$ cat src/rtl/lcd_pkg.sv
// Shared constants, state/opcode enums and DDRAM address helpers for the
// HD44780-style LCD bus responder.
package lcd_pkg;

  localparam logic [7:0] SPACE_CHAR  = 8'h20;
  localparam logic [6:0] LINE0_BASE  = 7'h00;
  localparam logic [6:0] LINE1_BASE  = 7'h40;
  localparam int         LINE_LEN    = 40;
  localparam int         DDRAM_DEPTH = 80;
  localparam logic [6:0] LINE0_LAST  = LINE0_BASE + 7'(LINE_LEN - 1);
  localparam logic [6:0] LINE1_LAST  = LINE1_BASE + 7'(LINE_LEN - 1);

  localparam logic [7:0] CMD_CLEAR_MASK   = 8'h01;
  localparam logic [7:0] CMD_HOME_MASK    = 8'h02;
  localparam logic [7:0] CMD_ENTRY_MASK   = 8'h04;
  localparam logic [7:0] CMD_DISPCTL_MASK = 8'h08;
  localparam logic [7:0] CMD_SHIFT_MASK   = 8'h10;
  localparam logic [7:0] CMD_FUNC_MASK    = 8'h20;
  localparam logic [7:0] CMD_CGRAM_MASK   = 8'h40;
  localparam logic [7:0] CMD_DDRAM_MASK   = 8'h80;

  typedef enum logic [1:0] {IDLE, EXEC, CLEAR_FILL} lcdState_t;

  typedef enum logic [3:0] {
    OP_NONE, OP_CLEAR, OP_HOME, OP_ENTRY, OP_DISPCTL,
    OP_SHIFT, OP_FUNC, OP_CGRAM, OP_DDRAM
  } lcdOp_t;

  // The instruction is selected by the highest set bit of the data byte.
  function automatic lcdOp_t decodeOp(input logic [7:0] db);
    if ((db & CMD_DDRAM_MASK) != 8'h00)        return OP_DDRAM;
    else if ((db & CMD_CGRAM_MASK) != 8'h00)   return OP_CGRAM;
    else if ((db & CMD_FUNC_MASK) != 8'h00)    return OP_FUNC;
    else if ((db & CMD_SHIFT_MASK) != 8'h00)   return OP_SHIFT;
    else if ((db & CMD_DISPCTL_MASK) != 8'h00) return OP_DISPCTL;
    else if ((db & CMD_ENTRY_MASK) != 8'h00)   return OP_ENTRY;
    else if ((db & CMD_HOME_MASK) != 8'h00)    return OP_HOME;
    else if ((db & CMD_CLEAR_MASK) != 8'h00)   return OP_CLEAR;
    else                                       return OP_NONE;
  endfunction

  function automatic logic lineOffsetValid(input logic [5:0] col);
    return col < 6'(LINE_LEN);
  endfunction

  function automatic logic [6:0] addrToIndex(input logic [6:0] addr);
    if (addr[6]) return 7'(LINE_LEN) + {1'b0, addr[5:0]};
    else         return {1'b0, addr[5:0]};
  endfunction

  // Address counter step with the line-to-line wrap of a 2x40 display.
  function automatic logic [6:0] acStep(input logic [6:0] ac, input logic inc);
    if (inc) begin
      if (ac == LINE0_LAST) return LINE1_BASE;
      if (ac == LINE1_LAST) return LINE0_BASE;
      return ac + 7'd1;
    end else begin
      if (ac == LINE0_BASE) return LINE1_LAST;
      if (ac == LINE1_BASE) return LINE0_LAST;
      return ac - 7'd1;
    end
  endfunction

endpackage

$ cat src/rtl/lcd_bus_responder_if.sv
// Parallel LCD bus: driver-side master, display-side slave.
interface lcd_bus_responder_if;
  logic       rs;
  logic       rw;
  logic       en;
  logic [7:0] db_in;
  logic [7:0] db_out;
  logic       db_oe;

  modport master (output rs, rw, en, db_in, input db_out, db_oe);
  modport slave  (input rs, rw, en, db_in, output db_out, db_oe);
endinterface

$ cat src/rtl/lcd_ddram.sv
// 80x8 display RAM: port A for bus access and clear fill, port B a
// registered scan read that returns a space for unmapped addresses.
module lcd_ddram
  import lcd_pkg::*;
(
  input  logic       clk,
  input  logic       rst,
  input  logic       i_aWe,
  input  logic [6:0] i_aIdx,
  input  logic [7:0] i_aWdata,
  output logic [7:0] o_aRdata,
  input  logic       i_bValid,
  input  logic [6:0] i_bIdx,
  output logic [7:0] o_bRdata
);

  logic [7:0] r_mem [DDRAM_DEPTH];
  logic [7:0] r_aRdata;
  logic [7:0] r_bRdata;

  always_ff @(posedge clk) begin
    if (i_aWe) r_mem[i_aIdx] <= i_aWdata;
    r_aRdata <= r_mem[i_aIdx];
  end

  // Scan read sees the pre-write value when it hits the cell being written.
  always_ff @(posedge clk or posedge rst) begin
    if (rst)           r_bRdata <= SPACE_CHAR;
    else if (i_bValid) r_bRdata <= r_mem[i_bIdx];
    else               r_bRdata <= SPACE_CHAR;
  end

  assign o_aRdata = r_aRdata;
  assign o_bRdata = r_bRdata;

endmodule

$ cat src/rtl/lcd_bus_responder.sv
// Target-side HD44780-style bus model: samples transfers on the falling edge
// of en, executes the command subset, tracks busy and serves bus/scan reads.
module lcd_bus_responder
  import lcd_pkg::*;
#(
  parameter int unsigned BUSY_CYCLES  = 2000,
  parameter int unsigned CLEAR_CYCLES = 80000
) (
  input  logic               clk,
  input  logic               rst,
  lcd_bus_responder_if.slave bus,
  output logic               busy,
  output logic               disp_on,
  output logic               cursor_on,
  output logic               blink_on,
  input  logic [6:0]         rd_addr,
  output logic [7:0]         rd_data,
  output logic               err
);

  lcdState_t  r_state, w_nextState;
  logic       r_en1, r_en2, r_en3, r_rs1, r_rs2, r_rs3, r_rw1, r_rw2, r_rw3;
  logic [7:0] r_db1, r_db2, r_db3;
  logic       r_cmdRs, r_cmdRw, r_cmdAccept, r_pend, r_err, r_initDone;
  logic [7:0] r_cmdDb;
  logic [31:0] r_busyCnt;
  logic [6:0] r_ac, r_fillIdx;
  logic       r_id, r_s, r_d, r_c, r_b, r_dl, r_n, r_f;
  logic       w_fall, w_accept, w_addrReject, w_isClear, w_dbOe, w_ramWe, w_unused;
  logic [6:0] w_ramIdx;
  logic [7:0] w_ramWdata, w_ramRdata;
  lcdOp_t     w_fallOp, w_op;

  // The third stage holds the last values seen while en was still high.
  always_ff @(posedge clk or posedge rst) begin
    if (rst) begin
      {r_en1, r_en2, r_en3} <= '0;
      {r_rs1, r_rs2, r_rs3} <= '0;
      {r_rw1, r_rw2, r_rw3} <= '0;
      r_db1 <= '0;
      r_db2 <= '0;
      r_db3 <= '0;
    end else begin
      {r_en1, r_en2, r_en3} <= {bus.en, r_en1, r_en2};
      {r_rs1, r_rs2, r_rs3} <= {bus.rs, r_rs1, r_rs2};
      {r_rw1, r_rw2, r_rw3} <= {bus.rw, r_rw1, r_rw2};
      r_db1 <= bus.db_in;
      r_db2 <= r_db1;
      r_db3 <= r_db2;
    end
  end

  assign w_fall       = r_en3 & ~r_en2;
  assign w_fallOp     = decodeOp(r_db3);
  assign w_addrReject = ~r_rs3 & (w_fallOp == OP_DDRAM) & ~lineOffsetValid(r_db3[5:0]);
  assign w_accept     = r_rw3 | (~busy & ~w_addrReject);
  assign w_isClear    = ~r_rs3 & (w_fallOp == OP_CLEAR);
  assign busy         = (r_busyCnt != 32'd0) | (r_state == CLEAR_FILL);

  // Acceptance and busy loading are decided the cycle the edge is detected;
  // a transfer seen mid-fill is parked until the fill finishes.
  always_ff @(posedge clk or posedge rst) begin
    if (rst) begin
      r_cmdRs     <= 1'b0;
      r_cmdRw     <= 1'b0;
      r_cmdDb     <= '0;
      r_cmdAccept <= 1'b0;
      r_pend      <= 1'b0;
      r_err       <= 1'b0;
      r_busyCnt   <= '0;
    end else begin
      r_err <= w_fall & ~w_accept;
      if (w_fall) begin
        r_cmdRs     <= r_rs3;
        r_cmdRw     <= r_rw3;
        r_cmdDb     <= r_db3;
        r_cmdAccept <= w_accept;
      end
      if (w_fall && (r_state != IDLE || !r_initDone)) r_pend <= 1'b1;
      else if (r_state == EXEC)                      r_pend <= 1'b0;
      if (w_fall && w_accept && !r_rw3)
        r_busyCnt <= w_isClear ? CLEAR_CYCLES : BUSY_CYCLES;
      else if (r_busyCnt != 32'd0)
        r_busyCnt <= r_busyCnt - 32'd1;
    end
  end

  always_ff @(posedge clk or posedge rst) begin
    if (rst) r_state <= IDLE;
    else     r_state <= w_nextState;
  end

  assign w_op = decodeOp(r_cmdDb);

  // Next state plus the RAM port A mux shared between bus writes and fill.
  always_comb begin
    w_nextState = r_state;
    w_ramWe     = 1'b0;
    w_ramIdx    = addrToIndex(r_ac);
    w_ramWdata  = r_cmdDb;
    unique case (r_state)
      IDLE: begin
        if (!r_initDone)          w_nextState = CLEAR_FILL;
        else if (w_fall || r_pend) w_nextState = EXEC;
      end
      EXEC: begin
        w_ramWe = r_cmdAccept & ~r_cmdRw & r_cmdRs;
        if (r_cmdAccept && !r_cmdRw && !r_cmdRs && w_op == OP_CLEAR)
          w_nextState = CLEAR_FILL;
        else
          w_nextState = IDLE;
      end
      CLEAR_FILL: begin
        w_ramWe    = 1'b1;
        w_ramIdx   = r_fillIdx;
        w_ramWdata = SPACE_CHAR;
        if (r_fillIdx == 7'(DDRAM_DEPTH - 1)) w_nextState = IDLE;
      end
      default: w_nextState = IDLE;
    endcase
  end

  always_ff @(posedge clk or posedge rst) begin
    if (rst) begin
      r_ac       <= LINE0_BASE;
      {r_id, r_s} <= 2'b10;
      {r_d, r_c, r_b} <= 3'b000;
      {r_dl, r_n, r_f} <= 3'b000;
      r_fillIdx  <= '0;
      r_initDone <= 1'b0;
    end else if (r_state == CLEAR_FILL) begin
      if (r_fillIdx == 7'(DDRAM_DEPTH - 1)) begin
        r_fillIdx  <= '0;
        r_initDone <= 1'b1;
      end else begin
        r_fillIdx <= r_fillIdx + 7'd1;
      end
    end else if (r_state == EXEC && r_cmdAccept) begin
      if (r_cmdRs) begin
        r_ac <= acStep(r_ac, r_id);
      end else if (!r_cmdRw) begin
        unique case (w_op)
          OP_CLEAR:   begin r_ac <= LINE0_BASE; r_id <= 1'b1; end
          OP_HOME:    r_ac <= LINE0_BASE;
          OP_ENTRY:   {r_id, r_s} <= r_cmdDb[1:0];
          OP_DISPCTL: {r_d, r_c, r_b} <= r_cmdDb[2:0];
          OP_SHIFT:   if (!r_cmdDb[3]) r_ac <= acStep(r_ac, r_cmdDb[2]);
          OP_FUNC:    {r_dl, r_n, r_f} <= r_cmdDb[4:2];
          OP_DDRAM:   r_ac <= r_cmdDb[6:0];
          default:    ;
        endcase
      end
    end
  end

  // Entry-shift and function-set bits are held for completeness only.
  assign w_unused = r_s ^ r_dl ^ r_n ^ r_f;

  assign w_dbOe      = r_en2 & r_rw2;
  assign bus.db_oe   = w_dbOe;
  assign bus.db_out  = w_dbOe ? (r_rs2 ? w_ramRdata : {busy, r_ac}) : 8'h00;
  assign disp_on     = r_d;
  assign cursor_on   = r_c;
  assign blink_on    = r_b;
  assign err         = r_err;

  lcd_ddram u_ddram (
    .clk      (clk),
    .rst      (rst),
    .i_aWe    (w_ramWe),
    .i_aIdx   (w_ramIdx),
    .i_aWdata (w_ramWdata),
    .o_aRdata (w_ramRdata),
    .i_bValid (lineOffsetValid(rd_addr[5:0])),
    .i_bIdx   (addrToIndex(rd_addr)),
    .o_bRdata (rd_data)
  );

endmodule

$ cat src/flat_wrapper.sv
// flat-port wrapper written by rule: the top's interface ports become plain ports
module lcd_bus_responder_flat import lcd_pkg::*;
#(
  parameter int unsigned BUSY_CYCLES  = 2000,
  parameter int unsigned CLEAR_CYCLES = 80000
)
  (clk, rst, busy, disp_on, cursor_on, blink_on, rd_addr, rd_data, err, bus_rs, bus_rw, bus_en, bus_db_in, bus_db_out, bus_db_oe);
  lcd_bus_responder_if bus_i ();
  input  logic clk;
  input  logic rst;
  output logic busy;
  output logic disp_on;
  output logic cursor_on;
  output logic blink_on;
  input  logic [6:0] rd_addr;
  output logic [7:0] rd_data;
  output logic err;
  input wire logic [$bits(bus_i.rs)-1:0] bus_rs;
  input wire logic [$bits(bus_i.rw)-1:0] bus_rw;
  input wire logic [$bits(bus_i.en)-1:0] bus_en;
  input wire logic [$bits(bus_i.db_in)-1:0] bus_db_in;
  output wire logic [$bits(bus_i.db_out)-1:0] bus_db_out;
  output wire logic [$bits(bus_i.db_oe)-1:0] bus_db_oe;
  assign bus_i.rs = bus_rs;
  assign bus_i.rw = bus_rw;
  assign bus_i.en = bus_en;
  assign bus_i.db_in = bus_db_in;
  assign bus_db_out = bus_i.db_out;
  assign bus_db_oe = bus_i.db_oe;
  lcd_bus_responder #(.BUSY_CYCLES(BUSY_CYCLES), .CLEAR_CYCLES(CLEAR_CYCLES)) u_core (.clk(clk), .rst(rst), .bus(bus_i), .busy(busy), .disp_on(disp_on), .cursor_on(cursor_on), .blink_on(blink_on), .rd_addr(rd_addr), .rd_data(rd_data), .err(err));
endmodule
$ cat config.mk
export PLATFORM = sky130hd
export DESIGN_NAME = lcd_bus_responder_flat
export DESIGN_NICKNAME = d
export VERILOG_FILES = /design/src/rtl/lcd_pkg.sv /design/src/rtl/lcd_bus_responder_if.sv /design/src/rtl/lcd_ddram.sv /design/src/rtl/lcd_bus_responder.sv /design/src/flat_wrapper.sv
export SDC_FILE = /design/constraint.sdc
export NUM_CORES = 1
export LEC_CHECK = 0
export BUFFER_PORTS_ARGS = -buffer_cell sky130_fd_sc_hd__buf_4
export CAP_MARGIN = 20
export CORE_UTILIZATION = 30
export DETAILED_ROUTE_END_ITERATION = 12
export PLACE_DENSITY = 0.52
export SETUP_SLACK_MARGIN = 0.3
export SYNTH_ARGS = -nofsm -noshare
export SYNTH_HDL_FRONTEND = slang
export SYNTH_SLANG_ARGS = --single-unit
$ cat constraint.sdc
create_clock -name clk -period 9.2 [get_ports clk]
set_clock_uncertainty 0.2 [all_clocks]
set_input_delay 1.38 -clock clk [delete_from_list [all_inputs] [get_ports clk]]
set_output_delay 1.38 -clock clk [all_outputs]
set_load 0.01 [all_outputs]
==> flow_summary.toml, run 1 <==
[logic_synthesis]
yosys_warnings = 0
syn_avg_cell_area_um2 = 15.7
async_flop_share = 0.142
seq_area_frac_synth = 0.641
synthCells = 2193
syn_area_um2 = 34400
syn_nets = 2225
synth_seq_cells = 755
ys_types = 82
synth-main-ff-cell = "edfxtp_1"
synth_edf_count = 640

[route]
route.final.wire_length_mm = 119
routed_via_density = 5.99
drc = 0
initialDrtViolationCount = 3271
via_count = 22800
wl_per_cell_um = 31.3
drtPass1Iterations = 6
antenna_left = 0

[cells_and_area]
syn2layout_area_growth_pct = 14.4
fillerInstances = 10700
finalNonFillerCells = 3804
layout-drive-gt1-share = 0.217
num-nets-final = 2268

[placed_design]
dp_cells = 3642
dp_hpwl_mm = 73.6
place.port_buffers = 41
gp_congestion = 0.890

[cts]
cts.sinks = 755
cts_resized = 0
clock_latency_ns = 0.66
cts.path.max_buffers = 3
root_buffer = "clkbuf_16"
cts_tree = "yes"
post_cts_buffers = 0
hold_buffers = 0
cts_max_level = 3
cts_buffers = 81
cts.clk_slew.worst_paths_ns = 0.06

[global_route]
grt_pass1_vias = 22200
use_met1 = 0.275
grtUsageMet2 = 0.312
grt_pass1_wl_mm = 168
grt_max_degree = 129
grt_use_met3 = 0.0450
busiest_layer = "met2"
grt_overflow = 0
antenna_found_initial = 2
track_usage = 0.201

[floorplan]
die_h_um = 341
die_w_um = 341
num_io_pins = 42
core_region_area_um2 = 113000
die_area_um2 = 116000
fp-row-count = 123
initial_core_util = 0.304

[setup_path]
crit_fanout = 15
r2r_slack_ns = 4.33
crit_path_start = "u_core.r_busyCnt[20]"
arrival_ns = 3.42
path_class = "reg2out"
reg2reg_depth = 4
required_ns = 7.62
endpoint_kind = "output pin"
startpoint_type = "flip-flop"
crit-reg2reg-launch = "u_core.r_ac[1]"

[sta]
finalSetupTns_ns = 0
timing.final.crit_period_ns = 5.00
max_slew_margin = 0.200
worst-slew-pin-transition_ns = 1.20
period_share = 0.544
setup_viol = 0
finalMaxSlewViolations = 0
fmax_mhz = 200
rsz0062_at_grt = "no"
hold_viol_final = 0

[hold_path]
hp-class = "reg2reg"
hold_depth = 0
hold_start = "u_core.r_db2[4]"

[outcome]
status = "finished clean"

[pwr]
power_leakage_nw = 11.0
power.density_nw_per_um2 = 183
vdd_drop_max_mv = 0.121

[job]
drv_cap = 0
## worst paths after layout
path | endpoint
min reg2reg | u_core.r_db3[4]
max reg2reg | u_core.u_ddram.r_mem[34][3]
min | u_core.r_db3[4]
max | bus_db_out[7]
min in group asynchronous | u_core.u_ddram.o_bRdata[4]
max in group asynchronous | u_core.r_id
## layer usage
layer / wire length (um) / part of all wire / up-vias
li1: - / - / 9061
met1: 47200 / 0.40 / 11800
met2: 54000 / 0.45 / 1693
met3: 12900 / 0.11 / 294
met4: 4740 / 0.040 / 4
met5: 29 / 0.00024 / -
## layout by cell type, fill, tap and decap left out, drive strengths merged, types with 38 or more instances in the layout
cell type | netlist | layout
nand3 | 44 | 44
nor2 | 138 | 138
a21oi | 48 | 48
o21ai | 38 | 38
nand2 | 147 | 147
buf | 99 | 118
a22oi | 189 | 189
edfxtp | 640 | 640
clkbuf | 60 | 102
mux2i | 50 | 50
mux4 | 199 | 199
dfrtp | 105 | 105
## layout make-up
type	count	area, um2	share of cell area
Antenna cell	3	7.51	0.000191
Clock buffer	102	2190	0.0557
Clock inverter	46	445	0.0113
Inverter	21	81.3	0.00207
Multi-Input combinational cell	1258	11600	0.296
Sequential cell	755	22100	0.561
Tap cell	1500	1880	0.0477
Timing Repair Buffer	119	1030	0.0262
## Yosys cell counts (all sizes together), types with 17 or more instances
cell / instances / share of area
o2111ai: 20 / 0.0051
nand4: 20 / 0.0036
a221oi: 25 / 0.0064
a22oi: 189 / 0.041
nand2: 147 / 0.016
mux4: 199 / 0.13
o21ai: 38 / 0.0055
xor2: 20 / 0.0051
a21oi: 48 / 0.0071
dfrtp: 105 / 0.076
clkbuf: 60 / 0.0065
buf: 99 / 0.016
nor3: 27 / 0.0043
inv: 21 / 0.0023
mux2: 27 / 0.0088
mux2i: 50 / 0.015
nand3: 44 / 0.0064
nor2: 138 / 0.015
edfxtp: 640 / 0.56
xnor2: 26 / 0.0066
a221o: 17 / 0.0049
## worst max-delay path: stages (launching register included)
cell	delay, ns
dfrtp_1	0.42
or4_4	0.58
nor4b_4	0.33
nand4_1	0.56
or2_1	0.51
mux2i_1	0.16
nor2_1	0.07
buf_4	0.16
## flip-flops by register name, summed over array words and instances (netlist names), 2 cells and up
signal                   flops
u_core.r_db3                 8
u_core.u_ddram.r_mem       640
u_core.r_db2                 8
u_core.r_db1                 8
u_core.u_ddram.o_bRdata      8
u_core.u_ddram.o_aRdata      8
u_core.r_fillIdx             7
u_core.r_state               2
u_core.r_busyCnt            32
u_core.r_cmdDb               8
u_core.r_ac                  7
## metrics by stage
stage	area (um2)	total power, mW	hold slack (ns)	utilization	worst slack (ns)
2_1_floorplan	34400	3.91	0.131	-	4.81
3_3_place_gp	36300	3.98	0.139	0.321	4.01
3_5_place_dp	36600	3.98	0.136	0.323	4.32
4_1_cts	39200	7.23	0.150	0.347	4.13
5_1_grt	39300	7.37	0.159	0.348	3.95
6_report	39300	7.19	0.147	0.348	4.20
## cells by family (layout without fill, tap and decap cells)
family                     count (synthesis)  count (layout)  synth area share
buffers and inverters                    180             288            0.0244
muxes                                    276             276             0.154
DFF                                      755             755             0.641
and+or+nand+nor                          466             466            0.0644
other                                      0               3                 0
AOI/OAI and AO/OA                        458             458            0.0999
xor gates and xnor gates                  46              46            0.0117
adders and majority gates                 12              12           0.00437
## power breakdown
part	switching (mW)	internal, mW
Clock	1.41	1.87
Combinational	0.117	0.0816
Sequential	0.0349	3.68
Total	1.56	5.63
(Power assumes the default switching activity.)
==> run 2, diff against run 1 <==
- PLACE_DENSITY: 0.52 -> 0.53
- clock period: 9.2 -> 4 ns (I/O delays scaled with it)
==> run 2 against run 1 <==
  * Total power increased by 130%
  * Sequential power increased by 130%
  * Highest routed layer unchanged
  * Routed wire length increased by 0.15%
  * Die area unchanged
  * Critical path depth unchanged
  * Critical path type unchanged
  * Sequential share of layout area decreased by 2.3 points
==> flow_summary.toml, run 2 (synthesis gave the netlist of run 1 again) <==
[outcome]
status = "finished clean"

[sta]
finalWorstSetupSlack_ns = 0.383
worst-slew-pin-transition_ns = 0.980
max_slew_margin = 0.347
finalMaxSlewViolations = 0
timing.final.crit_period_ns = 3.62
rsz0062_at_grt = "yes"
period_share = 0.904
fmax_mhz = 277
hold_viol_final = 0
setup_viol = 0

[setup_path]
arrival_ns = 2.82
path_buf_inv = 1
crit_fanout = 5
crit_chain = "or4_4, nor4b_4, nand4_1, or2_4, mux2i_1, nor2_1, buf_4"
path_class = "reg2out"
startpoint_type = "flip-flop"
reg2reg_depth = 11
r2r_end = "u_core.u_ddram.o_aRdata[7]"
required_ns = 3.20
critPathTopFamily = "simple AND/OR/NAND/NOR gates"
crit_slowest_cell = "or4_4"
r2r_slack_ns = 0.44
endpoint_kind = "output pin"
crit-reg2reg-launch = "u_core.r_state[0]"
slowest_delay_ns = 0.58

[cts]
cts_buffers = 84
root_buffer = "clkbuf_16"
cts.path.max_buffers = 3
cts_tree = "yes"
cts.sinks = 755
clock_latency_ns = 0.66
cts.clk_slew.worst_paths_ns = 0.06
cts_max_level = 3

[placed_design]
place_area_um2 = 37900
dp_hpwl_mm = 77.3
dp_slack_ns = -0.133
place.port_buffers = 41
gp_congestion = 0.890

[route]
routed_via_density = 5.89
route.final.wire_length_mm = 119
drtPass1Iterations = 8
drc = 0
antenna_left = 0
via_count = 23500
initialDrtViolationCount = 3491
wl_per_cell_um = 29.9

[pwr]
p_seq_frac = 0.509
clockPowerShare = 0.460
sw_frac_of_total = 0.213
power.density_nw_per_um2 = 408
combPwrFrac = 0.031
vdd_drop_max_mv = 0.350
p_switching_mw = 3.57
p_int_mw = 13.2
power_leakage_nw = 12.1

[floorplan]
fp-row-count = 123
initial_core_util = 0.304
core_region_area_um2 = 113000
die_h_um = 341
die_area_um2 = 116000
num_io_pins = 42
die_w_um = 341

[global_route]
grt_overflow = 0
grt_pass1_vias = 23000
grt_pass1_wl_mm = 169
track_usage = 0.200
grt_max_degree = 87
antenna_found_initial = 3

[cells_and_area]
diodes = 0
top_register = "u_core.u_ddram.r_mem"
num-nets-final = 2449
fillerInstances = 10600
layout_common_cells = "edfxtp_1 (640), buf_4 (252), mux4_2 (199)"
final_cell_area_um2 = 41000
top_regs = "u_core.u_ddram.r_mem x640, u_core.r_busyCnt x32"
syn2layout_area_growth_pct = 19.4
layout-drive-gt1-share = 0.271
largest_reg_flops = 640
final_common_cell = "edfxtp_1"

[job]
drv_cap = 0

[hold_path]
hold_start = "u_core.r_db1[6]"
hold_depth = 0
hp-class = "reg2reg"
hold_end = "u_core.r_db2[6]"
==> run 2: cell count changes in the layout (fill, tap and decap cells not counted), moves of 2 or more <==
cell	delta
buf_6	-20
diode_2	-3
buf_4	+161
buf_12	+23
clkinv_8	-2
clkinv_2	+7
dlygate4sd3_1	+12
clkbuf_16	+4
clkinvlp_4	-3
==> run 2: power by group through the flow <==
| stage | combinational [mW] | sequential (mW) | clock [mW] |
|---|---|---|---|
| floorplan | 0.332 | 8.65 | 0 |
| global placement | 0.498 | 8.69 | 0 |
| detailed placement | 0.503 | 8.68 | 0 |
| CTS | 0.513 | 8.52 | 7.83 |
| global route | 0.548 | 8.52 | 8.12 |
| finish | 0.517 | 8.52 | 7.70 |
==> run 2: repair_timing <==
action / in CTS / in global routing
resized for setup: 4 / 5
gates cloned: 0 / 3
setup endpoints to repair: 3 / 4
pin swaps: 0 / 1
endpoints found under the hold margin: 11 / 33
hold buffers: 11 / 1
buffers inserted: 0 / 12
==> run 2: how the worst max path moves through the flow <==
stage	slack, ns	endpoint	from	depth (start not counted)
after detailed placement	-0.13	u_core.u_ddram.o_aRdata[1]	u_core.r_state[0]	11
after global placement	-0.17	u_core.u_ddram.o_aRdata[1]	u_core.r_state[0]	11
final	0.38	bus_db_out[7]	u_core.r_busyCnt[20]	7
after CTS	0.34	bus_db_out[7]	u_core.r_busyCnt[20]	7
after global routing	0.27	bus_db_out[7]	u_core.r_busyCnt[20]	7
after floorplan	-0.29	u_core.u_ddram.r_mem[0][2]	u_core.r_state[0]	8
==> run 2: cell type report <==
type	count	area (um2)	share of cell area
flip-flops and latches	755	22100	0.537
multi-input cells	1261	11700	0.286
repair buffers	294	2590	0.0632
clock buffers	106	2280	0.0555
well taps	1500	1880	0.0457
clock inverters	48	439	0.0107
inverters	21	81.3	0.00198
==> run 2: stage by stage <==
| step | setup TNS [ns] | std cells | utilization | hold slack, ns | total power [mW] |
|---|---|---|---|---|---|
| floorplan | -110.12 | 2193 | - | 0.131 | 8.98 |
| global placement | -0.167 | 3800 | 0.335 | 0.137 | 9.18 |
| detailed placement | -0.133 | 3801 | 0.335 | 0.136 | 9.19 |
| CTS | 0 | 3966 | 0.361 | 0.0483 | 16.9 |
| global route | 0 | 3985 | 0.363 | 0.148 | 17.2 |
| finish | 0 | 3985 | 0.363 | 0.136 | 16.7 |
==> run 2: per-layer routing <==
metal	GRT usage	wire length, um
met1	0.279	48000
met2	0.313	54900
met3	0.0360	12000
met4	0.0654	4130
met5	0	27
